## config.mk

```make
export PLATFORM = sky130hd
export DESIGN_NAME = truth_table_sequencer
export DESIGN_NICKNAME = d
export VERILOG_FILES = /design/src/rtl/truth_table_sequencer.sv
export SDC_FILE = /design/constraint.sdc
export NUM_CORES = 1
export LEC_CHECK = 0
export ABC_AREA = 1
export CAP_MARGIN = 5
export CORE_ASPECT_RATIO = 1.1
export CORE_MARGIN = 2
export CORE_UTILIZATION = 51
export CTS_BUF_LIST = sky130_fd_sc_hd__clkbuf_8
export DETAILED_ROUTE_END_ITERATION = 12
export GPL_TIMING_DRIVEN = 0
export PLACE_DENSITY = 0.78
export SLEW_MARGIN = 20
export SYNTH_ARGS = -nofsm -noshare
export SYNTH_HDL_FRONTEND = slang
export SYNTH_SLANG_ARGS = --single-unit
export TNS_END_PERCENT = 10
```

## constraint.sdc

```tcl
create_clock -name clk -period 1.5 [get_ports clk]
set_input_delay 0.15 -clock clk [delete_from_list [all_inputs] [get_ports clk]]
set_output_delay 0.15 -clock clk [all_outputs]
set_load 0.1 [all_outputs]
```

## src/rtl/truth_table_sequencer.sv

```systemverilog
// ----------------------------------------------------------------------------
// truth_table_sequencer
// Walks every N_IN-bit input vector in ascending, descending or Gray order.
// Each vector is driven on stim for HOLD cycles. On the last cycle of each
// hold window (the check cycle) the DUT response is compared with the golden
// response. The block counts mismatches and records the first failing vector.
//
// Ports
//   clk             : clock, all state updates on the rising edge
//   rst             : synchronous active-high reset
//   start           : run request, accepted only while idle
//   mode            : order, 0/3 ascending, 1 descending, 2 Gray
//   stim            : registered vector driven to the DUT and the golden model
//   dut_o / ref_o   : DUT and golden responses to stim
//   busy            : high for the whole run
//   done            : one-cycle pulse after the last vector is checked
//   err_cnt         : saturating mismatch count for the current/last run
//   first_err_vec   : stim value of the first mismatch in the run
//   first_err_valid : first_err_vec holds a captured value
// ----------------------------------------------------------------------------
module truth_table_sequencer #(
    parameter int N_IN  = 4,
    parameter int N_OUT = 1,
    parameter int HOLD  = 1,
    parameter int CNT_W = 8
) (
    input  logic             clk,
    input  logic             rst,
    input  logic             start,
    input  logic [1:0]       mode,
    output logic [N_IN-1:0]  stim,
    input  logic [N_OUT-1:0] dut_o,
    input  logic [N_OUT-1:0] ref_o,
    output logic             busy,
    output logic             done,
    output logic [CNT_W-1:0] err_cnt,
    output logic [N_IN-1:0]  first_err_vec,
    output logic             first_err_valid
);

    typedef enum logic [1:0] {
        S_IDLE = 2'd0,
        S_RUN  = 2'd1,
        S_DONE = 2'd2
    } state_t;

    localparam logic [7:0]       HOLD_LAST = 8'(HOLD - 1);
    localparam logic [N_IN-1:0]  IDX_LAST  = {N_IN{1'b1}};
    localparam logic [CNT_W-1:0] ERR_MAX   = {CNT_W{1'b1}};

    // Vector order: bitwise complement gives descending order, and
    // idx ^ (idx >> 1) gives the reflected Gray code.
    function automatic logic [N_IN-1:0] map_vec(input logic [1:0] m,
                                                input logic [N_IN-1:0] i);
        logic [N_IN-1:0] r;
        case (m)
            2'd1:    r = ~i;
            2'd2:    r = i ^ (i >> 1);
            default: r = i;
        endcase
        return r;
    endfunction

    state_t           state_q, state_d;
    logic [N_IN-1:0]  idx_q, idx_d;
    logic [7:0]       hold_q, hold_d;
    logic [1:0]       mode_q, mode_d;
    logic [N_IN-1:0]  stim_q, stim_d;
    logic             busy_q, busy_d;
    logic             done_q, done_d;
    logic [CNT_W-1:0] err_q, err_d;
    logic [N_IN-1:0]  fev_q, fev_d;
    logic             fv_q, fv_d;

    // State and output registers with synchronous reset
    always_ff @(posedge clk) begin
        if (rst) begin
            state_q <= S_IDLE;
            idx_q   <= '0;
            hold_q  <= 8'd0;
            mode_q  <= 2'd0;
            stim_q  <= '0;
            busy_q  <= 1'b0;
            done_q  <= 1'b0;
            err_q   <= '0;
            fev_q   <= '0;
            fv_q    <= 1'b0;
        end else begin
            state_q <= state_d;
            idx_q   <= idx_d;
            hold_q  <= hold_d;
            mode_q  <= mode_d;
            stim_q  <= stim_d;
            busy_q  <= busy_d;
            done_q  <= done_d;
            err_q   <= err_d;
            fev_q   <= fev_d;
            fv_q    <= fv_d;
        end
    end

    // Next-state and next-output logic. busy/done/stim are computed one cycle
    // ahead so that they come straight from flops.
    always_comb begin
        state_d = state_q;
        idx_d   = idx_q;
        hold_d  = hold_q;
        mode_d  = mode_q;
        stim_d  = '0;
        busy_d  = 1'b0;
        done_d  = 1'b0;
        err_d   = err_q;
        fev_d   = fev_q;
        fv_d    = fv_q;
        case (state_q)
            S_IDLE: begin
                if (start) begin
                    state_d = S_RUN;
                    mode_d  = mode;
                    idx_d   = '0;
                    hold_d  = 8'd0;
                    err_d   = '0;
                    fev_d   = '0;
                    fv_d    = 1'b0;
                    stim_d  = map_vec(mode, '0);
                    busy_d  = 1'b1;
                end else begin
                    state_d = S_IDLE;
                end
            end
            S_RUN: begin
                busy_d = 1'b1;
                stim_d = stim_q;
                if (hold_q == HOLD_LAST) begin
                    // Responses only matter on the check cycle.
                    if (dut_o != ref_o) begin
                        if (err_q != ERR_MAX) begin
                            err_d = err_q + CNT_W'(1);
                        end else begin
                            err_d = err_q;
                        end
                        if (!fv_q) begin
                            fev_d = stim_q;
                            fv_d  = 1'b1;
                        end else begin
                            fev_d = fev_q;
                        end
                    end else begin
                        err_d = err_q;
                    end
                    hold_d = 8'd0;
                    if (idx_q == IDX_LAST) begin
                        state_d = S_DONE;
                        busy_d  = 1'b0;
                        done_d  = 1'b1;
                        stim_d  = '0;
                    end else begin
                        idx_d  = idx_q + N_IN'(1);
                        stim_d = map_vec(mode_q, idx_q + N_IN'(1));
                    end
                end else begin
                    hold_d = hold_q + 8'd1;
                end
            end
            S_DONE: begin
                state_d = S_IDLE;
            end
            default: begin
                state_d = S_IDLE;
            end
        endcase
    end

    assign stim            = stim_q;
    assign busy            = busy_q;
    assign done            = done_q;
    assign err_cnt         = err_q;
    assign first_err_vec   = fev_q;
    assign first_err_valid = fv_q;

endmodule

```

# Word-level counts from Yosys, hierarchy flattened
# Index checks and enable logic that the tools add are counted.
[op_classes]
add_sub_neg = 3
n_eq_ne = 14
mux = 34
bitwise = 4
reduce_logical = 11
[op_table]
columns = ["operator", "n"]
rows = [
  ["4-bit 2-to-1 mux", 10],
  ["8-bit 2-to-1 mux", 5],
  ["4-bit case mux with 2 select lines", 4],
  ["8-bit case mux with 2 select lines", 2],
  ["8-bit by 1-bit adder with 8-bit output, second input constant", 2],
  ["2-bit != test, second input constant", 7],
  ["5-bit AND reduction", 2],
  ["8-bit zero test", 1],
  ["1-bit 2-to-1 mux", 8],
  ["8-bit != test, second input constant", 1],
  ["4-bit AND reduction", 2],
  ["2-bit by 1-bit equality test with 1-bit output, second input constant", 3],
  ["2-bit AND reduction", 3],
  ["4-bit by 1-bit adder with 4-bit output, second input constant", 1],
  ["4-bit equality test, second input constant", 1],
  ["2-bit 2-to-1 mux", 2],
  ["4-bit NOT", 1],
  ["1-bit case mux with 2 select lines", 2],
  ["2-bit case mux with 2 select lines", 1],
  ["4-bit by 3-bit XOR with 4-bit output", 1],
  ["3-bit OR reduction", 1],
  ["2-bit equality test, second input constant", 1],
  ["2-bit zero test", 1],
  ["1-bit NOT", 2],
  ["other kinds (2)", 2],
]
[word_totals]
reg_bits = 35
inputBits = 7
out_inout_bits = 19
elab_cells = 76

# Longest topological paths before layout
# Gate-level depths: netlist (run 1).
[depth]
ltp_word = 6
depth_mapped = 12
mapped_depth_nobuf = 11

# Worst setup path after synthesis (run 1)
# No wires, ideal clock.
[synth_timing]
kind = "reg-to-reg"
from = "register err_q[1], in the netlist err_cnt[1]"
to = "register err_q[3], in the netlist err_cnt[3]"
setup_ps = 66
arrival_ps = 2269
required_ps = 1434
setup_slack_ps = -835
stages_incl_launch_ff = 12
path_buffers = 1
synth_period_minus_slack_ps = 2335
cell_sequence = "dfxtp_1 ha_1 nand2_1 inv_1 nand3_2 nor2_1 nand3_1 nor2b_4 buf_6 nand2_1 nand2_1 a21oi_2"
[synth_between]
elab_chain_len = 5
word_cells_on_any_way = 8
cone_classes = "1 x add/sub; 2 x eq/ne; 4 x mux; 1 x reduce/logical"
[synth_lines]
columns = ["element", "line_no", "text"]
rows = [
  ["start, declared", "71", "logic [CNT_W-1:0] err_q, err_d;"],
  ["start signal, assigned", "96", "err_q <= err_d;"],
  ["8-bit by 1-bit adder with 8-bit output", "138", "err_d = err_q + CNT_W'(1);"],
  ["8-bit 2-to-1 mux", "137", "if (err_q != ERR_MAX) begin"],
  ["8-bit 2-to-1 mux", "136", "if (dut_o != ref_o) begin"],
  ["8-bit 2-to-1 mux", "134", "if (hold_q == HOLD_LAST) begin"],
  ["8-bit case mux with 2 select lines", "115", "case (state_q)"],
]
# Several ways; a longest one is shown, not always the timed one. The select of a mux whose other input is x is not followed.
# A chain may end at the register's enable or synchronous reset.

# Worst setup path after layout (run 1)
[layout_timing]
from = "register hold_q[0]"
to = "register err_q[3], in the netlist err_cnt[3]"
[layout_between]
elab_chain_len = 3
[layout_lines]
columns = ["element", "line_no", "text"]
rows = [
  ["start, declared", "66", "logic [7:0] hold_q, hold_d;"],
  ["start signal, assigned", "91", "hold_q <= hold_d;"],
  ["8-bit zero test", "134", ""],
  ["2-bit != test (no line)", "n/a", ""],
  ["5-bit AND reduction (no line)", "n/a", ""],
]
# No other way between the ends.

==> out/metrics.yaml, run 1 <==
worstPathRequired_ns: 1.66
avgSynthCellArea_sq_um: 7.251
synth.distinct_cells: 34
std_cell_rows: 22
initial_utilization: 0.5440
yosys.area.top_type: "dfxtp_1"
crit_family: "simple AND/OR/NAND/NOR gates"
crit_fanout: 8
drive_gt1_frac: 0.3024
track_usage: 0.2240
post_drt_wl_per_cell_um: 12.74
path_cells: "inv_2 > ha_4 > nand4_1 > nand2_2 > nand2_4 > nor2b_4 > buf_6 > nand2_2 > nand2_2 > a21oi_2"
post-route-period-util: 0.9828
hold_path_class: "input pin to register"
clk_root_buffer_cell: "clkbuf_8"
synth_nets: 267
grt_pass1_wl_um: 6886
tightest_slew_ns: 0.5984
startpoint_type: "register"
dp.cells: 327
setup_violations: 0
io_pins: 26
cts_buffers: 5
clk_latency_ns: 0.29
clock-skew-final_ns: 0.01015
r2r_slack_ns: 0.03
r2r-start: "hold_q[0]"
first_pass_iters: 4
remaining_drc_errors: 0
hold_viol_final: 0
yosysWarningCount: 0
postCtsHoldBufs: 0
first_iter_violations: 85
dieArea_sq_um: 4108
core_sq_um: 3386
holdWs_ns: 0.4785
max_freq_mhz: 678.3
yosysSeqAreaShare: 0.3804
path_common_cell: "nand2_2"
rr_endpoint: "err_cnt[3]"
leakagePower_nw: 0.9721
critical_path.endpoint_type: "register"
cpMaxStageDelayCell: "dfxtp_2"
slew_violations: 0
status: "complete, no violations"
grt_start_max_net_pins: 11
synth_area_sq_um: 1842
ys_seq_elements: 35
io_buffers: 25
die_width_um: 61.30
postSynthCellCount: 254
tritoncts: "done"
diodes: 0
finalCriticalPeriod_ns: 1.474
gr-total-overflow: 0
worstSetupStartpoint: "hold_q[0]"
critPathMaxStageDelay_ns: 0.33
cts_num_sinks: 35
path_buf_inv: 2
via_per_inst: 5.168
fin_cells: 339
synthTopCellsByArea: "dfxtp_1, nand2_1, a21oi_1"
fin_util: 0.7239
relSlewSlack: 0.6010
finalNetCount: 303
synth_ff_type: "dfxtp_1"
path_clk_slew_ns: 0.08
detailed_place_hpwl_um: 2981
wirelength_um: 4320
cp-endpoint: "err_cnt[3]"
synth-async-reset-ratio: 0
num_vias: 1752
ir_drop_uv: 649.9
cp.depth: 10
rr_worst_depth: 10
cts.htree.levels: 2
place.gp.congestion: 0.8865
criticalPathCategory: "register to register"
finalSetupTns_ns: 0
drv_cap: 0
place_ws_ns: -0.3038
ant_nets: 0
place_area_sq_um: 2187
syn_to_final_growth_pct: 33.08
setup_ws_ns: 0.02578
synth_edf_count: 0
final_cell_area_sq_um: 2451
clock_path_buffers: 2
powerDensity_nw_per_um2: 972.3
yosysTopAreaCellShare: 0.3804
grt_antenna_before_repair: 0
first_global_vias: 1581
power_mw: 2.383
rsz0062_at_grt: "yes"
die_y_um: 67.03
crit_arrival_ns: 1.64
## cells in the mapped netlist, types with 3 or more instances
library cell and count:
o21ai_0 18, inv_2 5, nor2_1 22, dfxtp_1 35
ha_1 6, nand3_2 4, nor3_1 13, inv_1 27
a211oi_1 3, nand4_1 3, nand2_1 53, nand3_1 12
a21oi_1 22
## cell type report
class,count,area [sq um]
multi-input combinational,182,1109
fill,275,934.6
clock buffer,7,96.34
sequential,35,729.5
timing repair buffer,29,297.8
inverter,32,120.1
buffer,5,35.03
clock inverter,1,3.754
tap,48,60.06
## logic make-up after synthesis
family	Yosys count	share of synthesized area
xor+xnor	4	0.01903
simple gates	121	0.3213
fa+ha+maj	6	0.04076
flops	35	0.3804
compound gates	51	0.1542
buf+inv	37	0.08424
## worst min-delay path by stage
stage	startpoint	endpoint	slack, ns	cells past startpoint
3_3_place_gp	mode_q[1]	mode_q[1]	0.47	2
5_1_grt	mode[0]	mode_q[0]	0.50	3
3_5_place_dp	mode_q[1]	mode_q[1]	0.48	2
6_report	mode[0]	mode_q[0]	0.48	3
4_1_cts	hold_q[0]	hold_q[0]	0.48	2
2_1_floorplan	mode[0]	mode_q[0]	0.29	2
## placed cells by master, fill, tap and decap left out, types with 7 or more instances in the layout
cell type	count
inv_1	25
dfxtp_1	22
nor2_1	19
nor3_1	13
o21ai_0	15
nand2_1	48
clkdlybuf4s15_2	18
nand2_2	7
a21oi_1	18
nand3_1	9
inv_2	8
clkbuf_8	7
dfxtp_2	8
## metal layers
| metal | GRT usage | share of wire | up-vias |
|---|---|---|---|
| li1 | - | - | 913 |
| met1 | 0.2767 | 0.45 | 792 |
| met2 | 0.3790 | 0.49 | 38 |
| met3 | 0.04660 | 0.044 | 9 |
| met4 | 0.07337 | 0.015 | 0 |
| met5 | 0 | 0 | - |
## what timing repair did
| item | 4_1_cts | 5_1_grt |
|---|---|---|
| setup buffers | 0 | 4 |
| pin swaps | 1 | 7 |
| gates resized for setup | 65 | 30 |
| endpoints found under the setup margin | 36 | 23 |
## sequential cells by signal, indices dropped and copies added (netlist names)
| signal | flops |
|---|---|
| idx_q | 4 |
| first_err_valid | 1 |
| err_cnt | 8 |
| hold_q | 8 |
| first_err_vec | 4 |
| state_q | 2 |
| stim | 4 |
| done | 1 |
| mode_q | 2 |
| busy | 1 |
## report_power, final
part	internal, mW	switching, mW
logic	0.188	0.444
registers	0.968	0.0415
clock network	0.412	0.330
## worst register-to-register path: stages (launching register included)
cell	delay [ns]
dfxtp_2	0.33
inv_2	0.07
ha_4	0.11
nand4_1	0.11
nand2_2	0.19
nand2_4	0.11
nor2b_4	0.12
buf_6	0.15
nand2_2	0.06
nand2_2	0.07
a21oi_2	0.04
Note: power is estimated with default switching activity, not from simulation.
==> run 2, diff against run 1 <==
--- a/config.mk
+++ b/config.mk
@@ -7,13 +7,12 @@
 export LEC_CHECK = 0
 export ABC_AREA = 1
 export CAP_MARGIN = 5
-export CORE_ASPECT_RATIO = 1.1
+export CORE_ASPECT_RATIO = 0.75
 export CORE_MARGIN = 2
-export CORE_UTILIZATION = 51
+export CORE_UTILIZATION = 30
 export CTS_BUF_LIST = sky130_fd_sc_hd__clkbuf_8
 export DETAILED_ROUTE_END_ITERATION = 12
 export GPL_TIMING_DRIVEN = 0
-export PLACE_DENSITY = 0.78
 export SLEW_MARGIN = 20
 export SYNTH_ARGS = -nofsm -noshare
 export SYNTH_HDL_FRONTEND = slang
==> run 2 against run 1 <==
Against the previous run:
- clock skew is 0.0023 ns lower
- largest cell class unchanged
- critical endpoint unchanged
- flip-flop and latch count stayed put
- die area is 65% higher
==> out/metrics.yaml, run 2 (synthesis gave the netlist of run 1 again) <==
status: "complete, no violations"
place.gp.congestion: 0.8117
postCtsHoldBufs: 0
tightest_slew_ns: 0.6310
holdWs_ns: 0.4679
startpoint_type: "register"
tritoncts: "done"
setup_violations: 0
leakagePower_nw: 1.040
syn_to_final_growth_pct: 42.80
gr-total-overflow: 0
pwr-share-comb: 0.245
rsz0062_at_grt: "yes"
final_cell_mix: "nand2_1, inv_1, dfxtp_1, nor2_1, clkdlybuf4s15_2"
fin_util: 0.4469
drv_cap: 0
finalSetupTns_ns: 0
relSlewSlack: 0.5793
p_int_mw: 1.837
cts_buffers: 5
first_iter_violations: 120
cts.htree.levels: 2
std_cell_rows: 24
clock-skew-final_ns: 0.007902
regArea_sq_um: 732.0
final_common_cell: "nand2_1"
drive_gt1_frac: 0.3344
detailed_place_hpwl_um: 3216
ir_drop_uv: 592.7
finalNetCount: 311
remaining_drc_errors: 0
setup_ws_ns: 0.01039
criticalPathCategory: "register to register"
die_y_um: 71.86
critPathMaxStageDelay_ns: 0.38
track_usage: 0.1456
power_frac_seq: 0.373
path_common_cell: "nand2_2"
path_cells: "ha_4 > nand2_2 > inv_2 > nand3_2 > nor2_1 > nand3_1 > nor2b_4 > buf_12 > nand2_2 > nand2_2 > a21oi_2"
final_cell_area_sq_um: 2630
multiInputGateArea_sq_um: 1127
grt_antenna_before_repair: 0
io_pins: 26
wirelength_um: 4842
path_clk_slew_ns: 0.08
grt_start_max_net_pins: 13
post_drt_wl_per_cell_um: 12.84
powerDensity_nw_per_um2: 1031
die_width_um: 94.48
num_vias: 1795
cts_num_sinks: 35
cpMaxStageDelayCell: "dfxtp_4"
place_area_sq_um: 2225
core_sq_um: 5886
switching_share: 0.3226
crit_arrival_ns: 1.72
p_sw_uw: 874.8
diodes: 0
finalCriticalPeriod_ns: 1.490
crit_fanout: 8
power_mw: 2.712
grt_pass1_wl_um: 7659
clk_root_buffer_cell: "clkbuf_8"
io_buffers: 25
hold_viol_final: 0
fin_cells: 377
worstPathRequired_ns: 1.73
first_global_vias: 1584
ant_nets: 0
max_freq_mhz: 671.3
dp.cells: 357
clock_path_buffers: 2
slew_violations: 0
via_per_inst: 4.761
dieArea_sq_um: 6789
place_ws_ns: -0.3089
first_pass_iters: 4
critical_path.endpoint_type: "register"
post-route-period-util: 0.9931
clk_latency_ns: 0.29
clkPwrFrac: 0.383
hold_path_class: "input pin to register"
initial_utilization: 0.3129
fill_cells: 614
run 2: cell types whose count changed in the layout (fill, tap and decap cells not counted), moves of 2 or more:
cell       delta
bufinv_16     +2
nand3_2       -2
nor2_2        +2
buf_4         +7
clkbuf_8      -2
buf_12        +2
inv_1         -2
run 2: critical path: cells and delay by family, from the launching register on:
| family | cells | cell delay (ns) |
|---|---|---|
| buffers and inverters | 2 | 0.19 |
| AO/OA/AOI/OAI | 1 | 0.09 |
| flip-flops | 1 | 0.38 |
| AND/OR/NAND/NOR | 7 | 0.63 |
| adder cells (fa/ha/maj) | 1 | 0.14 |
run 2: layer usage:
layer	track usage	part of all wire	vias to the layer above
met5	0	0	-
met4	0.04348	0.0081	0
met3	0.03891	0.044	5
met2	0.2063	0.43	46
met1	0.2154	0.52	807
li1	-	-	937
run 2: worst paths after layout:
check	start	end	slack, ns	cells after the start
max reg2reg	err_cnt[0]	err_cnt[3]	0.01	11
min reg2reg	hold_q[1]	hold_q[1]	0.49	2
max	err_cnt[0]	err_cnt[3]	0.01	11
min	mode[0]	mode_q[0]	0.47	3
run 2: timing repair:
action	CTS	global route
cloned	0	0
pin swaps	1	13
gates resized for setup	68	36
setup buffers	0	13
setup endpoints to repair	40	25
endpoints found under the hold margin	0	0
run 2: power by group through the flow:
stage          combinational [mW]  clock (mW)  sequential [mW]
2_1_floorplan               0.264           0             1.21
3_3_place_gp                0.588           0             1.02
3_5_place_dp                0.588           0             1.02
4_1_cts                     0.596        1.05             1.00
5_1_grt                     0.716        1.10             1.02
6_report                    0.663        1.04             1.01
run 2: cell type report:
cell class / count / share of cell area
Clock inverter: 3 / 0.02569
Clock buffer: 5 / 0.02617
Buffer: 4 / 0.01237
Timing Repair Buffer: 38 / 0.1451
Sequential cell: 35 / 0.2783
Inverter: 32 / 0.04662
Multi-Input combinational cell: 182 / 0.4286
Tap cell: 78 / 0.03711
